File: config.mk
export PLATFORM = sky130hd
export DESIGN_NAME = vehicle_request_gen
export DESIGN_NICKNAME = d
export VERILOG_FILES = /design/src/rtl/vehicle_request_gen.sv
export SDC_FILE = /design/constraint.sdc
export NUM_CORES = 1
export LEC_CHECK = 0
export ABC_AREA = 1
export BUFFER_PORTS_ARGS = -buffer_cell sky130_fd_sc_hd__buf_4
export CORE_ASPECT_RATIO = 0.75
export CORE_MARGIN = 2
export CORE_UTILIZATION = 45
export DETAILED_ROUTE_END_ITERATION = 6
export SLEW_MARGIN = 20
export SYNTH_ARGS = -nofsm -noshare
export SYNTH_HDL_FRONTEND = slang
export SYNTH_SLANG_ARGS = --single-unit
File: constraint.sdc
create_clock -name clk -period 4.75 [get_ports clk]
set_clock_uncertainty 0.2 [all_clocks]
set_input_delay 0.95 -clock clk [delete_from_list [all_inputs] [get_ports clk]]
set_output_delay 0.95 -clock clk [all_outputs]
set_load 0.02 [all_outputs]
File: src/rtl/vehicle_request_gen.sv
`default_nettype none
// ============================================================================
// Module  : vehicle_request_gen
// Brief   : Conditions the country-road loop detector and generates the
//           car-waiting request x for the two-road traffic light controller.
// Revision: 1.0  initial release
// ============================================================================
module vehicle_request_gen #(
    parameter int DEBOUNCE  = 4,
    parameter int MIN_GREEN = 6,
    parameter int GAP       = 3,
    parameter int MAX_GREEN = 12,
    parameter int CNT_W     = 4
) (
    input  logic             clk,
    input  logic             rst,
    input  logic             sensor_raw,
    input  logic [1:0]       country,
    output logic             x,
    output logic [CNT_W-1:0] waiting_count,
    output logic             serve_done
);

    localparam logic [1:0] S_IDLE    = 2'd0;
    localparam logic [1:0] S_REQUEST = 2'd1;
    localparam logic [1:0] S_SERVE   = 2'd2;
    localparam logic [1:0] S_CLEAR   = 2'd3;

    localparam logic [1:0]       C_GREEN     = 2'b00;
    localparam logic [1:0]       C_RED       = 2'b10;
    localparam logic [7:0]       C_DB_LAST   = 8'(DEBOUNCE - 1);
    localparam logic [7:0]       C_MING_LAST = 8'(MIN_GREEN - 1);
    localparam logic [7:0]       C_MAXG_LAST = 8'(MAX_GREEN - 1);
    localparam logic [7:0]       C_GAP       = 8'(GAP);
    localparam logic [7:0]       C_T_MAX     = 8'hFF;
    localparam logic [CNT_W-1:0] C_CNT_MAX   = '1;

    logic             r_s1, r_s2, r_deb, r_deb_q, r_pending;
    logic [7:0]       r_db_cnt, r_green_t, r_gap_t;
    logic [1:0]       r_state;
    logic [CNT_W-1:0] r_cnt;
    logic             r_x, r_done;

    logic       w_rise, w_exit, w_enter_serve;
    logic [1:0] w_next;

    assign w_rise        = r_deb & ~r_deb_q;
    assign w_exit        = (r_green_t == C_MAXG_LAST) ||
                           ((r_green_t >= C_MING_LAST) && (r_gap_t >= C_GAP));
    assign w_enter_serve = (r_state == S_REQUEST) && (w_next == S_SERVE);

    always_comb begin
        w_next = r_state;
        case (r_state)
            S_IDLE:    if (w_rise) w_next = S_REQUEST;
            S_REQUEST: if (country == C_GREEN) w_next = S_SERVE;
            S_SERVE:   if (w_exit) w_next = S_CLEAR;
            // An arrival on the very edge country turns red still counts as pending.
            S_CLEAR:   if (country == C_RED) w_next = (r_pending | w_rise) ? S_REQUEST : S_IDLE;
            default:   w_next = S_IDLE;
        endcase
    end

    always_ff @(posedge clk) begin
        if (rst) begin
            r_s1      <= 1'b0;
            r_s2      <= 1'b0;
            r_deb     <= 1'b0;
            r_deb_q   <= 1'b0;
            r_db_cnt  <= 8'd0;
            r_state   <= S_IDLE;
            r_x       <= 1'b0;
            r_done    <= 1'b0;
            r_cnt     <= '0;
            r_pending <= 1'b0;
            r_green_t <= 8'd0;
            r_gap_t   <= 8'd0;
        end else begin
            r_s1    <= sensor_raw;
            r_s2    <= r_s1;
            r_deb_q <= r_deb;

            if (r_s2 == r_deb) begin
                r_db_cnt <= 8'd0;
            end else if (r_db_cnt == C_DB_LAST) begin
                r_deb    <= r_s2;
                r_db_cnt <= 8'd0;
            end else begin
                r_db_cnt <= r_db_cnt + 8'd1;
            end

            r_state <= w_next;
            r_x     <= (w_next == S_REQUEST) || (w_next == S_SERVE);
            r_done  <= (r_state == S_SERVE) && (w_next == S_CLEAR);

            // Entering service clears the count even if a vehicle arrives on that edge.
            if (w_enter_serve)
                r_cnt <= '0;
            else if (w_rise && (r_state != S_SERVE) && (r_cnt != C_CNT_MAX))
                r_cnt <= r_cnt + 1'b1;

            if ((r_state == S_CLEAR) && (w_next == S_CLEAR))
                r_pending <= r_pending | w_rise;
            else
                r_pending <= 1'b0;

            if (w_enter_serve) begin
                r_green_t <= 8'd0;
                r_gap_t   <= 8'd0;
            end else if (r_state == S_SERVE) begin
                if (r_green_t != C_T_MAX)
                    r_green_t <= r_green_t + 8'd1;
                if (r_deb)
                    r_gap_t <= 8'd0;
                else if (r_gap_t != C_T_MAX)
                    r_gap_t <= r_gap_t + 8'd1;
            end
        end
    end

    assign x             = r_x;
    assign waiting_count = r_cnt;
    assign serve_done    = r_done;

endmodule
`default_nettype wire

==> summary.txt <==
Worst setup path
  • Reg2reg start: r_green_t[0]
  • Startpoint Class: flip-flop
  • Worst setup EP type: output pin
  • Critical Path RT: approximately 3.6 ns
  • Cells along the critical path: buf_4
  • Slowest cell delay on critical path: between 0.3 and 0.4 ns
  • Reg-to-reg setup timing slack: between 2 and 3 ns
  • Critical Path AT: 0.85 ns
  • Cell family with most CP delay: flip-flops
  • Reg2Reg Depth: 14
  • Buffers and inverters on the worst path: 1
  • WS Path Type: reg -> out
  • RR Endpoint: r_pending
  • Worst path depth: 1
  • CP max stage cell: dfxtp_1
  • Crit Path Max Fanout: 5

Timing
  • Post-route minimum period: 2.00 ns
  • RSZ-0062 raised after global routing: no
  • # setup viols final: 0
  • Count of final hold-check violations: 0
  • Worst Tran Pin Value: 0.616 ns
  • Relative slew slack: about three fifths
  • Fmax: 500 MHz
  • Tcrit/Tclk final: 42.1%
  • Pins Over Slew Limit: 0
  • TNS Setup: 0 ns

Status
  • Status: finished, final reports clean

Yosys
  • Post-synthesis compound-gate area fraction: 9.55%
  • Post-synthesis xor/xnor area fraction: under 10%
  • Synth Flop Type: dfxtp_1
  • Synth Area in Simple Gates: 32.6%
  • Post-Synthesis Cells: 260
  • Post-synthesis sequential area ratio: 39.3%
  • Yosys reg bits: 37
  • Yosys warns: 0
  • Post-synthesis adder-cell area fraction: under 10%
  • Post-synth design cell area: 0.00189 mm^2
  • Post-synth ARST share: 0%
  • Largest family of logic cells by synthesized area: simple AND/OR/NAND/NOR gates
  • Post-synthesis mux area share: 0%
  • Yosys cell types: 32
  • Post-synth EDFFs: 0
  • Syn Area/Cell: ~7.3 um^2
  • Synthesized netlist net count: between 200 and 300

GRT
  • Gr usage total: approximately 17%
  • Initial antenna violation count: 0
  • Vias in the first global route: between 1000 and 1500
  • Global-route wire length before repair: slightly above 6000 um
  • GRT overflow: 0
  • Largest net degree at the start of global routing: 21

Power
  • P_leak: ~0.86 nW
  • PD cells: 255 mW/mm^2
  • Max VDD drop: between 100 and 150 uV
  • Total power: between 500 and 600 uW

Placement
  • Placed cells: 322
  • IO buf count: 10
  • Final HPWL DP: roughly 2600 um
  • GP Congestion: roughly 0.8

Layout
  • Area Growth Syn to Fin: 11.1%
  • Non-Filler Instances: 330
  • Layout fillers: 420
  • Share of layout cells above drive strength 1: ~14%
  • Nets: around 290
  • # diodes: 0

Floorplanning
  • I/O Pins: 11
  • Die width: between 70 and 80 um
  • Chip Height: ~60 um
  • Core Box Area: just over 0.004 mm^2
  • Initial core utilization: between 40 and 50%
  • Die ar.: roughly 0.0047 mm^2
  • Row count: 20

Worst hold path
  • Hold path depth: 2
  • WHS Endpoint: r_s2
  • Hold path start: r_s1
  • Hold Crit Class: reg -> reg

Clock tree
  • Sink Count: 37
  • CTS tree: yes
  • CTS clk-pin slew, worst paths: 0.07 ns
  • Clock root cell: clkbuf_8
  • CTS Buf Count: 5
  • CTS H-tree lvls: 2
  • # Post-CTS Setup Buffers: 0
  • Skew-Pair Late Insertion Delay: 0.29 ns
  • Longest Clk Path Bufs: 2
  • Post-cts hold buffer count: 0
  • Post-cts sizing count: 0

Route
  • DRC viols: 0
  • Initial DRC count: 80
  • WL/cell: approximately 11 um
  • Final WL: roughly 3500 um
  • Final antenna-violating net count: 0
  • Vias: approximately 1600
  • Vias per Instance: 4.80
  • Detailed Routing Iterations Pass 1: 5

Run
  • Max-cap violations: 0
==> through the flow <==
| stage | worst slack [ns] | hold slack, ns | cell area (um^2) | utilization (%) |
|---|---|---|---|---|
| finish | 2.75 | 0.212 | 2100 | 52.0 |
| global route | 2.59 | 0.242 | 2100 | 52.0 |
| CTS | 2.74 | 0.212 | 2100 | 52.0 |
| detailed placement | 2.44 | 0.200 | 2020 | 50.1 |
| global placement | 2.46 | 0.200 | 2020 | 50.1 |
| floorplan | 2.64 | 0.188 | 1890 | - |
==> report_power, final <==
part	switching (mW)	total, mW	internal [mW]
Combinational	0.00699	0.0110	0.00398
Sequential	0.000562	0.312	0.311
Clock	0.108	0.213	0.104
Total	0.116	0.535	0.419
==> flip-flops by register name (all words and copies together) (netlist names) <==
name and cells:
r_s1 1, x 1, r_deb 1, r_deb_q 1, r_pending 1, r_state 2, r_s2 1, r_db_cnt 8
serve_done 1, r_green_t 8, r_gap_t 8, waiting_count 4
==> synthesized netlist by cell type, types with 2 or more instances <==
| cell | n | area share (%) |
|---|---|---|
| nor3b_1 | 3 | 1.2 |
| a21oi_1 | 15 | 4.0 |
| nor2_1 | 37 | 7.4 |
| nand2_1 | 53 | 11 |
| nand3_1 | 13 | 3.4 |
| inv_1 | 30 | 6.0 |
| inv_2 | 7 | 1.4 |
| a21oi_2 | 5 | 2.3 |
| o21ai_1 | 2 | 0.53 |
| o21ai_0 | 4 | 1.1 |
| ha_1 | 7 | 4.6 |
| dfxtp_1 | 37 | 39 |
| buf_2 | 2 | 0.53 |
| o211ai_1 | 3 | 1.2 |
| nor3_1 | 9 | 2.4 |
| xor2_1 | 10 | 4.6 |
| nand3_2 | 2 | 1.1 |
| nand4_1 | 6 | 2.0 |
| nand2_2 | 2 | 0.66 |
==> routing by layer <==
layer	track usage, %	up-vias	share of wire (%)
li1	-	860	-
met1	21.3	704	51
met2	28.1	19	44
met3	7.25	2	3.9
met4	6.02	0	0.77
met5	0	-	0
==> cell families (layout without fill, tap and decap cells) <==
group                    after synthesis  count (layout)
AND/OR/NAND/NOR                      133             133
buffers and inverters                 42              57
flip-flops                            37              37
AO/OA/AOI/OAI                         30              30
XOR/XNOR                              11              11
adder cells (fa/ha/maj)                7               7
==> worst register-to-register path: stages (launching register included) <==
cell and delay, ns:
dfxtp_1 0.43, inv_1 0.09, ha_1 0.20, nand2_1 0.06
nand2_1 0.05, nand3_1 0.08, nand2_1 0.05, nand2_1 0.07
nand2_1 0.06, nand2_1 0.05, nand2_1 0.06, inv_1 0.06
ha_1 0.13, inv_1 0.05, nor4_1 0.26
==> cell usage in the layout (no fill, tap or decap), drive strengths merged, types with 3 or more instances in the layout <==
cell type,n
nand2,56
nor2,38
inv,38
dfxtp,37
a21oi,20
nand3,15
buf,11
nor3,11
xor2,10
clkbuf,8
ha,7
nand4,6
o21ai,6
o211ai,3
nor3b,3
==> how the worst max path moves through the flow <==
| stage | from | end | slack, ns |
|---|---|---|---|
| floorplan | country[1] | x | 2.64 |
| global placement | country[0] | x | 2.46 |
| detailed placement | country[1] | x | 2.44 |
| CTS | waiting_count[2] | waiting_count[2] | 2.74 |
| global route | r_green_t[0] | r_pending | 2.59 |
| finish | waiting_count[2] | waiting_count[2] | 2.75 |
==> final cells by class <==
class / instances / area [um^2] / share of cell area (%)
multi-input cells: 181 / 980 / 46.7
repair buffers: 11 / 82.6 / 3.94
well taps: 55 / 68.8 / 3.28
clock buffers: 8 / 80.1 / 3.82
flip-flops and latches: 37 / 741 / 35.3
inverters: 38 / 145 / 6.92
(Power assumes the default switching activity.)
